<file path="src/rtl/wave_burst_gen.sv">
// Burst sample streamer: a rising edge on wave_req reads burst_len samples from the
// selected channel's ROM region and forwards them to the DAC path. Optional: WAVE_BURST_LOOP_EN.
module wave_burst_gen #(
    parameter int ADDR_W = 10,
    parameter int DATA_W = 12,
    parameter int LEN_W  = 10
) (
    input  logic              clk,
    input  logic              rst_n,
    input  logic              wave_req,
    input  logic [7:0]        wave_sel,
    input  logic [LEN_W-1:0]  burst_len,
    input  logic              abort,
    output logic              rom_rd,
    output logic [ADDR_W-1:0] rom_addr,
    input  logic [DATA_W-1:0] rom_data,
    output logic [DATA_W-1:0] dac_data,
    output logic              dac_valid,
    output logic              busy,
    output logic              done,
    output logic              ovr,
    output logic              sel_err
);

    localparam int OFS_W = ADDR_W - 3;

    typedef enum logic [1:0] {
        IDLE  = 2'd0,
        RUN   = 2'd1,
        DRAIN = 2'd2,
        DONE  = 2'd3
    } state_t;

    state_t             state_reg;
    state_t             state_next;

    logic               req_d_reg;
    logic [2:0]         sel_reg;
    logic [LEN_W-1:0]   len_reg;
    logic [LEN_W-1:0]   cnt_reg;
    logic [OFS_W-1:0]   offset_reg;
    logic               ovr_reg;
    logic               sel_err_reg;
    logic               valid_reg;
    logic [DATA_W-1:0]  hold_reg;

    logic               req_edge;
    logic               idle_like;
    logic               sel_ok;
    logic               start_burst;
    logic               start_empty;
    logic               bad_sel;
    logic               in_burst;
    logic               last_rd;
    logic               loop_again;

    assign req_edge    = wave_req & ~req_d_reg;
    assign idle_like   = (state_reg == IDLE) || (state_reg == DONE);
    assign in_burst    = (state_reg == RUN) || (state_reg == DRAIN);
    assign sel_ok      = (wave_sel < 8'd8);
    assign start_burst = req_edge & idle_like & sel_ok & (burst_len != '0);
    assign start_empty = req_edge & idle_like & sel_ok & (burst_len == '0);
    assign bad_sel     = req_edge & idle_like & ~sel_ok;
    assign last_rd     = (state_reg == RUN) && (cnt_reg == (len_reg - LEN_W'(1)));

`ifdef WAVE_BURST_LOOP_EN
    // Request still held at the final read: replay the burst with no gap.
    assign loop_again = last_rd & wave_req;
`else
    assign loop_again = 1'b0;
`endif

    always_ff @(posedge clk or negedge rst_n) begin
        if (!rst_n) begin
            state_reg <= IDLE;
        end else begin
            state_reg <= state_next;
        end
    end

    always_comb begin
        state_next = state_reg;
        case (state_reg)
            IDLE, DONE: begin
                if (start_burst) begin
                    state_next = RUN;
                end else if (start_empty) begin
                    state_next = DONE;
                end else begin
                    state_next = IDLE;
                end
            end
            RUN: begin
                if (abort) begin
                    state_next = IDLE;
                end else if (last_rd && !loop_again) begin
                    state_next = DRAIN;
                end
            end
            DRAIN: begin
                state_next = abort ? IDLE : DONE;
            end
            default: state_next = IDLE;
        endcase
    end

    always_comb begin
        rom_rd = 1'b0;
        busy   = 1'b0;
        done   = 1'b0;
        case (state_reg)
            RUN: begin
                rom_rd = 1'b1;
                busy   = 1'b1;
            end
            DRAIN:   busy = 1'b1;
            DONE:    done = 1'b1;
            default: ;
        endcase
    end

    always_ff @(posedge clk or negedge rst_n) begin
        if (!rst_n) begin
            req_d_reg   <= 1'b0;
            sel_reg     <= '0;
            len_reg     <= '0;
            cnt_reg     <= '0;
            offset_reg  <= '0;
            ovr_reg     <= 1'b0;
            sel_err_reg <= 1'b0;
            valid_reg   <= 1'b0;
            hold_reg    <= '0;
        end else begin
            req_d_reg   <= wave_req;
            ovr_reg     <= req_edge & in_burst;
            sel_err_reg <= bad_sel;
            // An abort cancels the read issued in the same cycle.
            valid_reg   <= rom_rd & ~abort;
            if (valid_reg) begin
                hold_reg <= rom_data;
            end
            if (start_burst) begin
                sel_reg    <= wave_sel[2:0];
                len_reg    <= burst_len;
                cnt_reg    <= '0;
                offset_reg <= '0;
            end else if (state_reg == RUN) begin
                if (loop_again) begin
                    cnt_reg    <= '0;
                    offset_reg <= '0;
                end else begin
                    cnt_reg    <= cnt_reg + LEN_W'(1);
                    offset_reg <= offset_reg + OFS_W'(1);
                end
            end
        end
    end

    // ROM data arrives in the cycle after the read, aligned with the valid strobe.
    assign dac_data  = valid_reg ? rom_data : hold_reg;
    assign dac_valid = valid_reg;
    assign rom_addr  = {sel_reg, offset_reg};
    assign ovr       = ovr_reg;
    assign sel_err   = sel_err_reg;

endmodule

</file>
<file path="config.mk">
export PLATFORM = sky130hd
export DESIGN_NAME = wave_burst_gen
export DESIGN_NICKNAME = d
export VERILOG_FILES = /design/src/rtl/wave_burst_gen.sv
export SDC_FILE = /design/constraint.sdc
export NUM_CORES = 1
export LEC_CHECK = 0
export ABC_AREA = 1
export ABC_CLOCK_PERIOD_IN_PS = 2600
export BUFFER_PORTS_ARGS = -buffer_cell sky130_fd_sc_hd__buf_2
export CAP_MARGIN = 20
export CORE_ASPECT_RATIO = 2
export CORE_MARGIN = 5
export CORE_UTILIZATION = 47
export DETAILED_ROUTE_END_ITERATION = 12
export GPL_TIMING_DRIVEN = 0
export PLACE_DENSITY = 0.72
export SLEW_MARGIN = 20
export SYNTH_ARGS = -nofsm -noshare
export SYNTH_HDL_FRONTEND = slang
export SYNTH_SLANG_ARGS = --single-unit
export TNS_END_PERCENT = 30
</file>
<file path="constraint.sdc">
create_clock -name clk -period 2.6 [get_ports clk]
set_clock_uncertainty 0.05 [all_clocks]
set_input_delay 0.52 -clock clk [delete_from_list [all_inputs] [get_ports clk]]
set_output_delay 0.52 -clock clk [all_outputs]
set_load 0.01 [all_outputs]
</file>
# Yosys cells after proc, flatten, opt, wreduce, memory -nomap -nowiden
# Index checks and enable logic that the tools add are counted.
totals:
  register_bits: 48
  out_inout_bits: 28
classes:
  addsub: 3
  order_cmp: 1
  eq_ne: 5
  n_mux: 14
  n_bitwise: 11
  reduce_logical: 9
op_table:
  columns: ["cell", "n"]
  rows:
  - ["two-way mux 10 bit", 2]
  - ["two-way mux 7 bit", 2]
  - ["two-way mux 12 bit", 1]
  - ["adder 10 x 1 -> 10 bit, second input constant", 1]
  - ["== test 10 bit", 1]
  - ["logical NOT 10 bit", 1]
  - ["two-way mux 2 bit", 5]
  - ["nonzero test 10 bit", 1]
  - ["subtractor 10 x 1 -> 10 bit, second input constant", 1]
  - ["bitwise AND 1 bit", 8]
  - ["< comparator 8 x 4 -> 1 bit, second input constant", 1]
  - ["adder 7 x 1 -> 7 bit, second input constant", 1]
  - ["one-hot mux 2 bit (3 select lines)", 1]
  - ["== test 2 bit, second input constant", 2]
  - ["OR reduction 2 bit", 2]
  - ["two-way mux 1 bit", 3]
  - ["!= test 3 bit, second input constant", 1]
  - ["inverter 1 bit", 3]
  - ["== test 2 x 1 -> 1 bit, second input constant", 1]
  - ["logical NOT 2 bit", 1]
  - ["logical OR 1 bit", 2]
  - ["nonzero test 2 bit", 1]
  - ["logical AND 1 bit", 1]

# Logic depth before layout (Yosys ltp)
depth:
  depth_word: 8
  mapped_depth: 13
  ltp_nobuf: 13

# Least setup slack after synthesis
# OpenSTA, ideal clock, no wires.
synth_timing:
  kind: "register to register"
  start: "reg state_reg[1]"
  end: "reg cnt_reg[9]"
  arrival_time_ps: 1500
  required_time_ps: 2431
  slack_ps: 931
  path_stages_with_launch: 12
  path_buffers: 0
  period_less_slack_ps: 1669
  cell_sequence: "dfrtp_1 inv_1 ha_1 nand2_1 nor3_4 nand2_1 nor3_2 nand2_1 nor2_2 nand3_1 nand2_1 nor2_1"
synth_between:
  elab_chain_len: 6
synth_lines:
  columns: ["item", "line", "rtl"]
  rows:
  - ["start, declared", "34", "state_t state_reg;"]
  - ["start signal, assigned", "77", "state_reg <= state_next;"]
  - ["== test 2 bit / logical NOT 2 bit (equally long branches)", "58", "assign idle_like = (state_reg == IDLE) || (state_reg == DONE);"]
  - ["logical OR 1 bit", "58", null]
  - ["bitwise AND 1 bit (3 in series)", "61", "assign start_burst = req_edge & idle_like & sel_ok & (burst_len != '0);"]
  - ["two-way mux 10 bit / nonzero test 2 bit (equally long branches)", null, null]
  - ["end signal, assigned", "152", "cnt_reg <= cnt_reg + LEN_W'(1);"]
  - ["end, declared", "40", "logic [LEN_W-1:0] cnt_reg;"]
# Parallel ways exist; a longest one is shown, timed or not.
# A chain may end at the register's enable or synchronous reset.

# Worst setup path in the final report
layout_timing:
  start: "reg valid_reg, in the netlist dac_valid"
  end: "out dac_data[1]"
layout_between:
  elab_chain_len: 1
layout_lines:
  columns: ["item", "line", "rtl"]
  rows:
  - ["start, declared", "44", "logic valid_reg;"]
  - ["start signal, assigned", "138", "valid_reg <= rom_rd & ~abort;"]
  - ["two-way mux 12 bit", "160", "assign dac_data = valid_reg ? rom_data : hold_reg;"]
  - ["end, declared", "17", "output logic [DATA_W-1:0] dac_data,"]
# Every way passes these cells.

==> impl_metrics.json <==
{
  "synth_cell_types": 29,
  "initial_core_util_pct": 48.38,
  "std_cell_rows": 37,
  "vias_per_cell": 4.965,
  "yosysWarnings": 0,
  "multiInputGateArea_sq_um": 1110,
  "antenna_found_initial": 0,
  "cts_max_path_buffers": 2,
  "cts_tree": "done",
  "rr_worst_depth": 11,
  "drive_above_1_share_pct": 28.11,
  "hold_buffers": 0,
  "ys_seq_area_share_pct": 47.88,
  "coreArea_sq_um": 5185,
  "ios": 62,
  "antenna_cells": 0,
  "pre_cts_slack_ns": 0.6104,
  "crit_required_ns": 2.03,
  "hp-class": "input port to async pin",
  "powerDensity_nw_per_um2": 629.7,
  "crit_chain": "buf_2, mux2_2, buf_2",
  "final_common_cell": "nand2_1",
  "synth-compound-area-share_pct": 4.988,
  "met3RoutedLength_um": 313,
  "routed.top_layer": "met4",
  "die_area_sq_um": 6987,
  "cpPeakStageDelay_ns": 0.40,
  "cts.sinks": 48,
  "r2r-end": "len_reg[9]$_DFFE_PN0P_",
  "wl_met1_um": 2008,
  "drt-pass1-iter-count": 4,
  "post_cts_resized": 0,
  "ys_async_sr_fraction_pct": 100.0,
  "path_max_fanout": 10,
  "areaGrowthSynthToFinish_pct": 20.00,
  "grt_pass1_vias": 2034,
  "cpMostUsedCell": "buf_2",
  "r2r_start": "state_reg[0]$_DFFE_PN0P_",
  "rsz0062_at_grt": "no",
  "worstPathArrival_ns": 1.48,
  "setup_violations": 0,
  "ys.flop_type": "dfrtp_1",
  "post_cts_buffers": 0,
  "status": "completed",
  "grt_overflow": 0,
  "maxCapViolCount": 0,
  "synth_edf_count": 0,
  "synth_simple_gate_area_share_pct": 28.08,
  "critical_path.endpoint_type": "output pin",
  "cts_root_buf": "clkbuf_8",
  "h-tree-depth": 2,
  "die_w_um": 61.66,
  "relSlewSlack_pct": 60.60,
  "drtIter0Drc": 34,
  "finalCritPeriodShare_pct": 78.90,
  "utilization_pct": 58.06,
  "drc": 0,
  "io_buffers": 61,
  "avgSynthCellArea_sq_um": 8.334,
  "synthMuxAreaShare_pct": 5.387,
  "fin_ws_ns": 0.5487,
  "ff_latch_area_sq_um": 1201,
  "die_h_um": 113.3,
  "postSynthCellCount": 301,
  "reg2reg_slack_ns": 0.67,
  "place_congestion": 0.9397,
  "hold_viol": 0,
  "worstSetupPathType": "register to output pin",
  "clkTransAtPathRegs_ns": 0.09,
  "synth_top_family_by_area": "simple AND/OR/NAND/NOR gates",
  "finalMaxSlewViolations": 0,
  "synth_xor_area_share_pct": 2.793,
  "cts_made_buffers": 5,
  "via_count": 2125,
  "drt-total-wl_um": 5334,
  "fin_setup_tns_ns": 0,
  "syn-num-nets": 341,
  "peakVddDrop_mv": 0.5837,
  "synthAdderAreaFrac_pct": 2.993,
  "grtUsageTotal_pct": 16.90,
  "antenna_left": 0,
  "hold_ws_ns": 0.1501,
  "worst_slew_pin_slew_ns": 0.5910,
  "route.detailed.wl_per_inst_um": 12.46,
  "period_needed_ns": 2.051,
  "cp-start-kind": "register",
  "final_nets": 409,
  "synth_area_sq_um": 2509,
  "mostFrequentLayoutCells": "nand2_1, buf_2, dfrtp_1, inv_1, nor2_1",
  "largest_reg_flops": 12,
  "cpMaxStageDelayCell": "dfrtp_1",
  "p_leak_nw": 1.655,
  "grt_pass1_wl_um": 8921,
  "ys_ff_latch": 48,
  "grt_start_max_net_pins": 49,
  "clock_latency_ns": 0.31,
  "detailed_place_hpwl_um": 4195,
  "dr_wl_met2_um": 2932,
  "max_freq_mhz": 487.5,
  "nFillCells": 505
}
synthesized netlist by cell type, drive strengths merged (2+ instances only):
cell type  number  area share (%)
xor2            3             1.0
inv            41             6.1
nand2          94              14
ha              6             3.0
nor3            9             3.2
nor2           31             5.0
dfrtp          48              48
o21ai          14             2.8
nor3b           2             1.0
nand4           5             1.2
buf             5             1.6
a21oi           8             1.6
nor4            2            0.75
mux2           12             5.4
xnor2           5             1.7
nand3          12             2.4
worst max path at each step:
| stage | start | end | depth (start not counted) |
|---|---|---|---|
| after global placement | burst_len[7] | len_reg[9]$_DFFE_PN0P_ | 8 |
| final | dac_valid$_DFF_PN0_ | dac_data[1] | 3 |
| after detailed placement | burst_len[7] | len_reg[9]$_DFFE_PN0P_ | 8 |
| after global routing | dac_valid$_DFF_PN0_ | dac_data[1] | 3 |
| after CTS | dac_valid$_DFF_PN0_ | dac_data[1] | 3 |
| after floorplan | state_reg[1]$_DFFE_PN0P_ | cnt_reg[9]$_DFFE_PN0P_ | 11 |
per-stage QoR:
stage | instances | area (sq um) | total power [W]
final | 428 | 3010 | 0.001896
after global routing | 428 | 3010 | 0.002025
after CTS | 428 | 3008 | 0.001919
after detailed placement | 420 | 2887 | 0.001346
after global placement | 420 | 2887 | 0.001333
after floorplan | 301 | 2509 | 0.001195
layer usage:
layer,vias up,GRT usage (%)
li1,1080,-
met1,989,18.43
met2,49,30.23
met3,7,3.425
met4,0,6.516
met5,-,0
final cells by class:
cell class              count  share of cell area [%]
clock inverters             2                   1.288
clock buffers               6                   2.743
inverters                  42                   5.237
multi-input cells         206                   36.87
plain buffers               5                   1.330
flip-flops and latches     48                   39.90
well taps                  58                   2.411
repair buffers             61                   10.22
logic make-up (layout without fill, tap and decap cells):
kind of cell,Yosys count,count (layout)
AO/OA/AOI/OAI,24,24
XOR/XNOR,8,8
adder cells (fa/ha/maj),6,6
buffers and inverters,47,116
flip-flops,48,48
multiplexers,12,12
AND/OR/NAND/NOR,156,156
report_power, final:
part           internal, W  switching (W)
clock network     0.000314       0.000252
registers         0.000838      0.0000713
logic             0.000181       0.000239
critical path: cells and delay by family (launching register included):
family	cells	cell delay (ns)
buf+inv	2	0.40
flops	1	0.40
mux	1	0.38
No activity file was read; power rests on OpenSTA's default activity.
